--- config.mk ---
export PLATFORM = sky130hd
export DESIGN_NAME = regfile_wr_arbiter
export DESIGN_NICKNAME = d
export VERILOG_FILES = /design/src/rtl/regfile_pkg.sv /design/src/rtl/regfile_wr_arbiter_rr_picker.sv /design/src/rtl/regfile_wr_arbiter.sv
export SDC_FILE = /design/constraint.sdc
export NUM_CORES = 1
export LEC_CHECK = 0
export ABC_AREA = 0
export CAP_MARGIN = 20
export CORE_MARGIN = 2
export CORE_UTILIZATION = 44
export CTS_BUF_LIST = sky130_fd_sc_hd__clkbuf_8
export DETAILED_ROUTE_END_ITERATION = 10
export PLACE_DENSITY = 0.83
export SLEW_MARGIN = 20
export SYNTH_ARGS = -nofsm -noshare
export SYNTH_HDL_FRONTEND = slang
export SYNTH_SLANG_ARGS = --single-unit
--- constraint.sdc ---
create_clock -name clk -period 3.4 [get_ports clk]
set_input_delay 0.51 -clock clk [delete_from_list [all_inputs] [get_ports clk]]
set_output_delay 0.51 -clock clk [all_outputs]
set_load 0.01 [all_outputs]
--- src/rtl/regfile_pkg.sv ---
// Shared types and defaults for the register-file write-port arbiter.
package regfile_pkg;

    localparam int unsigned WIDTH_DEF   = 8;
    localparam int unsigned REGBITS_DEF = 3;
    localparam int unsigned NREQ_DEF    = 4;

    typedef enum logic {
        ST_IDLE  = 1'b0,
        ST_CLEAR = 1'b1
    } state_t;

    // Low bit of slot idx in a packed bus of w-bit fields.
    function automatic int unsigned slice_lo(int unsigned idx, int unsigned w);
        return idx * w;
    endfunction

endpackage

--- src/rtl/regfile_wr_arbiter_rr_picker.sv ---
// Combinational round-robin pick: first set req bit searching from ptr upward, wrapping.
module rr_picker #(
    parameter int unsigned N = 4
) (
    input  logic [N-1:0]         req,
    input  logic [$clog2(N)-1:0] ptr,
    output logic [N-1:0]         gnt,
    output logic                 valid,
    output logic [$clog2(N)-1:0] idx
);

    localparam int unsigned IW = $clog2(N);
    localparam int unsigned SW = IW + 1;
    localparam logic [SW-1:0] N_V = SW'(N);

    logic [SW-1:0] pos;

    always_comb begin
        gnt   = '0;
        valid = 1'b0;
        idx   = '0;
        pos   = '0;
        for (int unsigned k = 0; k < N; k++) begin
            pos = {1'b0, ptr} + SW'(k);
            if (pos >= N_V) begin
                pos = pos - N_V;
            end
            if (!valid && req[IW'(pos)]) begin
                valid          = 1'b1;
                idx            = IW'(pos);
                gnt[IW'(pos)]  = 1'b1;
            end
        end
    end

endmodule

--- src/rtl/regfile_wr_arbiter.sv ---
// Round-robin arbiter for the register-file write port with a built-in
// clear sequencer that zeroes registers 1..last while holding off requesters.
module regfile_wr_arbiter
    import regfile_pkg::*;
#(
    parameter int unsigned WIDTH   = WIDTH_DEF,
    parameter int unsigned REGBITS = REGBITS_DEF,
    parameter int unsigned NREQ    = NREQ_DEF
) (
    input  logic                      clk,
    input  logic                      rst_n,
    input  logic [NREQ-1:0]           req,
    input  logic [NREQ*REGBITS-1:0]   req_addr,
    input  logic [NREQ*WIDTH-1:0]     req_data,
    output logic [NREQ-1:0]           ack,
    input  logic                      clr_start,
    output logic                      busy,
    output logic                      regwrite,
    output logic [REGBITS-1:0]        wa,
    output logic [WIDTH-1:0]          wd
);

    localparam int unsigned IW = $clog2(NREQ);
    localparam logic [REGBITS-1:0] LAST_REG = {REGBITS{1'b1}};
    localparam logic [IW-1:0]      LAST_REQ = IW'(NREQ - 1);

    state_t               state_q, state_d;
    logic [REGBITS-1:0]   cnt_q, cnt_d;
    logic [IW-1:0]        ptr_q, ptr_d;
    logic                 busy_d, regwrite_d;
    logic [REGBITS-1:0]   wa_d;
    logic [WIDTH-1:0]     wd_d;

    logic [NREQ-1:0]      pick_gnt;
    logic                 pick_valid;
    logic [IW-1:0]        pick_idx;
    logic                 grant_ok;

    logic [REGBITS-1:0]   addr_a [NREQ];
    logic [WIDTH-1:0]     data_a [NREQ];

    for (genvar i = 0; i < NREQ; i++) begin : g_unpack
        assign addr_a[i] = req_addr[slice_lo(i, REGBITS) +: REGBITS];
        assign data_a[i] = req_data[slice_lo(i, WIDTH) +: WIDTH];
    end

    rr_picker #(.N(NREQ)) u_picker (
        .req   (req),
        .ptr   (ptr_q),
        .gnt   (pick_gnt),
        .valid (pick_valid),
        .idx   (pick_idx)
    );

    // State, counter, pointer and write-port registers.
    always_ff @(posedge clk or negedge rst_n) begin
        if (!rst_n) begin
            state_q  <= ST_IDLE;
            cnt_q    <= '0;
            ptr_q    <= '0;
            busy     <= 1'b0;
            regwrite <= 1'b0;
            wa       <= '0;
            wd       <= '0;
        end else begin
            state_q  <= state_d;
            cnt_q    <= cnt_d;
            ptr_q    <= ptr_d;
            busy     <= busy_d;
            regwrite <= regwrite_d;
            wa       <= wa_d;
            wd       <= wd_d;
        end
    end

    // Next state: clr_start launches the sweep, which stops after the last register.
    always_comb begin
        state_d = state_q;
        cnt_d   = cnt_q;
        case (state_q)
            ST_IDLE: begin
                if (clr_start) begin
                    state_d = ST_CLEAR;
                    cnt_d   = REGBITS'(1);
                end
            end
            ST_CLEAR: begin
                if (cnt_q == LAST_REG) begin
                    state_d = ST_IDLE;
                end else begin
                    cnt_d = cnt_q + REGBITS'(1);
                end
            end
            default: state_d = ST_IDLE;
        endcase
    end

    // Grant and next write-port values; the clear sweep overrides requesters.
    always_comb begin
        grant_ok   = rst_n && (state_q == ST_IDLE) && !clr_start;
        ack        = grant_ok ? pick_gnt : '0;
        busy_d     = (state_d == ST_CLEAR);
        regwrite_d = 1'b0;
        wa_d       = wa;
        wd_d       = wd;
        ptr_d      = ptr_q;
        if (state_d == ST_CLEAR) begin
            regwrite_d = 1'b1;
            wa_d       = cnt_d;
            wd_d       = '0;
        end else if (grant_ok && pick_valid) begin
            regwrite_d = (addr_a[pick_idx] != '0);
            wa_d       = addr_a[pick_idx];
            wd_d       = data_a[pick_idx];
            ptr_d      = (pick_idx == LAST_REQ) ? '0 : pick_idx + IW'(1);
        end
    end

endmodule

==> metrics.md <==
| Metric | Value |
|---|---|
| RSZ-0062 raised after global routing | `false` |
| Reg2reg path depth | `10` |
| Min-delay worst type | `reg -> reg` |
| Vias in the first global route | `1,525` |
| Tcrit/Tclk final | `0.958` |
| Clock transition at path regs | `approximately 0.06 ns` |
| Ys flop type | `dfrtp_1` |
| Hold Vio Cnt, Final | `0` |
| Cts bufs inserted | `3` |
| Max-slew violations | `0` |
| Synth top area cells | `dfrtp_1 (28%), mux2i_1 (17%), mux2_2 (7.8%)` |
| DRC violations left | `0` |
| Die area | `between 4000 and 5000 sq um` |
| GRT Residual Overflow | `0` |
| Register area share after synthesis | `0.283` |
| Max-cap check violation count | `0` |
| Pwr dens | `between 700 and 800 nW/um^2` |
| Worst skew pair latency | `around 0.25 ns` |
| Placer congestion estimate | `0.974` |
| Drt via density | `5.25` |
| Post-synth top area share | `0.283` |
| WHS Endpoint | `wd[1]$_DFFE_PN0P_` |
| IO buf count | `between 60 and 70` |
| Req. time, crit path | `about 2.9 ns` |
| Setup Buffers After CTS | `0` |
| Average wire per standard cell | `roughly 14 um` |
| Ys async rst share | `1.00` |
| Worst slew pin tran | `around 0.80 ns` |
| Post-synth EDFFs | `0` |
| Synthesized flop and latch total | `18` |
| FF-to-FF End | `regwrite$_DFF_PN0_` |
| Syn nets | `~230` |
| Syn_area_per_cell | `between 9 and 10 sq um` |
| CP most frequent cell | `a21oi_1` |
| Setup tns final | `0 ns` |
| Peak Freq | `307 MHz` |
| Site Rows | `21` |
| Total wire length | `between 3000 and 4000 um` |
| Synth cell types | `36` |
| Clock H-tree levels | `1` |
| First-pass GRT wire length | `~6600 um` |
| Crit-path max FO | `5` |
| Pre-antenna DRT Iters | `4` |
| Hold-fix buffers at CTS | `0` |
| Sink Count | `18` |
| DPL Wire Length | `3140 um` |
| Layout cells sized above 1 | `0.134` |
| CP endpoint kind | `output port` |
| Run status | `finished clean` |
| Largest net degree at the start of global routing | `25` |
| Slowest Stage Delay on Critical Path | `about 0.55 ns` |
| Initial DRC count | `75` |
| Initial Util | `0.469` |
| Routed Antenna Nets | `0` |
| Core box area | `approximately 3400 sq um` |
| GRT Overall Usage | `0.203` |
| Maximum buffer depth of the clock tree | `2` |
| Crit-path cells | `inv_1 > ha_4 > mux2_2 > nor2_1 > a21oi_1 > a211oi_2 > a22o_1 > mux2i_1 > a21oi_1 > clkdlybuf4s50_1` |
| Pre-CTS WS | `approximately 0.077 ns` |
| Post-Place Cells | `289` |
| Post-Syn Area | `roughly 1600 sq um` |
| Synth Instances | `around 170` |
| Fin cells | `293` |
| Yosys Warn Count | `0` |
| Final worst setup slack | `0.142 ns` |
| Die width | `between 60 and 70 um` |
| Setup CP Type | `reg -> out` |
| Hold Startpoint | `wd[1]$_DFFE_PN0P_` |
| Worst r2r src | `ptr_q[0]$_DFFE_PN0P_` |
| Worst vdd ir | `about 0.54 mV` |
| # diodes | `0` |
| Startpoint types | `flip-flop` |
| Setup violators final | `0` |
| Via count | `1,538` |
| Max transition margin | `0.468` |
| Leakage | `between 1 and 1.5 nW` |
| R2R Setup Slk | `0.40 ns` |
| Biggest area consumer among synthesized cells | `dfrtp_1` |
| Clock Skew | `0.00417 ns` |
| CP max stage cell | `clkdlybuf4s50_1` |
| Initial antenna violation count | `0` |
| Worst hold path depth | `2` |
| I/O pins | `a little under 70` |
| WP data arrival | `approximately 2.8 ns` |
| Tmin final | `approximately 3.3 ns` |
| TritonCTS clock tree | `built` |
| Area grow syn2layout | `52.4%` |
| Final #Nets | `between 300 and 400` |
| Die Ht | `between 60 and 70 um` |
| Clock Tree Root | `clkbuf_8` |
==> stage by stage <==
stage | utilization | hold slack (ns) | power [mW] | area, sq um
6_report | 0.714 | 0.503 | 1.93 | 2420
2_1_floorplan | - | 0.214 | 1.34 | 1590
3_5_place_dp | 0.691 | 0.474 | 1.72 | 2340
4_1_cts | 0.709 | 0.510 | 1.91 | 2400
5_1_grt | 0.714 | 0.554 | 2.09 | 2420
3_3_place_gp | 0.691 | 0.471 | 1.70 | 2340
==> cells in the mapped netlist, types with 3 or more instances <==
cell type,n
mux2i_1,27
dfrtp_1,18
nand2_1,16
mux2_2,11
o21ai_0,11
inv_1,10
nand3_1,10
a21oi_1,9
ha_1,8
o21ai_1,6
a22o_1,5
nor2_1,4
buf_2,3
clkbuf_1,3
nor3_1,3
o211ai_1,3
==> power by group <==
part	switching (mW)	internal, mW	total (mW)
combinational	0.682	0.719	1.40
sequential	0.0499	0.301	0.351
clock	0.0703	0.103	0.173
total	0.803	1.12	1.93
==> cell type report <==
class | instances | area, sq um
clock buffer | 4 | 55.1
fill | 274 | 968
inverter | 10 | 37.5
multi-input combinational | 136 | 1050
sequential | 18 | 450
tap | 46 | 57.6
timing repair buffer | 79 | 766
==> flip-flops by register name, indices dropped and copies added, names as in the netlist <==
signal,flops
regwrite,1
state_q,1
wa,3
wd,8
cnt_q,3
ptr_q,2
==> layer usage <==
metal / up-vias / track usage / wire (um) / part of all wire
met1: 700 / 0.257 / 1790 / 0.45
met2: 47 / 0.332 / 1860 / 0.47
li1: 782 / - / - / -
met3: 9 / 0.0528 / 262 / 0.066
met5: - / 0 / 0 / 0
met4: 0 / 0.0771 / 77 / 0.019
==> layout by cell type, fill, tap and decap left out, types with 2 or more instances in the layout <==
| master | Yosys | final |
|---|---|---|
| clkdlybuf4s50_1 | 0 | 65 |
| mux2i_1 | 27 | 27 |
| dfrtp_1 | 18 | 18 |
| nand2_1 | 16 | 16 |
| buf_4 | 2 | 12 |
| mux2_2 | 11 | 11 |
| o21ai_0 | 11 | 11 |
| inv_1 | 10 | 10 |
| nand3_1 | 10 | 10 |
| a21oi_1 | 9 | 9 |
| ha_1 | 8 | 7 |
| o21ai_1 | 6 | 6 |
| a22o_1 | 5 | 5 |
| nor2_1 | 4 | 4 |
| clkbuf_8 | 0 | 4 |
| nor3_1 | 3 | 3 |
| o211ai_1 | 3 | 3 |
| and3b_1 | 2 | 2 |
| a31oi_1 | 2 | 2 |
| a32oi_1 | 2 | 2 |
| a21o_1 | 2 | 2 |
| dlymetal6s2s_1 | 0 | 2 |
==> worst max-delay path: cells and delay by family (launching register included) <==
kind            cells  cell delay (ns)
mux                 2             0.40
buf+inv             2             0.68
flops               1             0.35
simple gates        1             0.09
compound gates      4             0.64
fa+ha+maj           1             0.32
==> timing repair <==
item	4_1_cts	5_1_grt
setup endpoints to repair	4	4
cloned	0	0
pin swaps	0	1
resized for setup	1	3
==> cell families after synthesis <==
kind of cell,share of synthesized area
and+or+nand+nor,0.126
AOI/OAI and AO/OA,0.191
adders and majority gates,0.0630
muxes,0.262
xor gates and xnor gates,0.0110
buffers and inverters,0.0638
DFF,0.283
==> worst max-delay path by stage <==
stage / cells past startpoint / to / startpoint
2_1_floorplan: 11 / ack[0] / ptr_q[0]$_DFFE_PN0P_
3_3_place_gp: 9 / ack[3] / req[2]
3_5_place_dp: 9 / ack[0] / req[1]
4_1_cts: 10 / ack[0] / ptr_q[0]$_DFFE_PN0P_
5_1_grt: 10 / ack[1] / ptr_q[0]$_DFFE_PN0P_
6_report: 10 / ack[1] / ptr_q[0]$_DFFE_PN0P_
No activity file was read; power rests on OpenSTA's default activity.
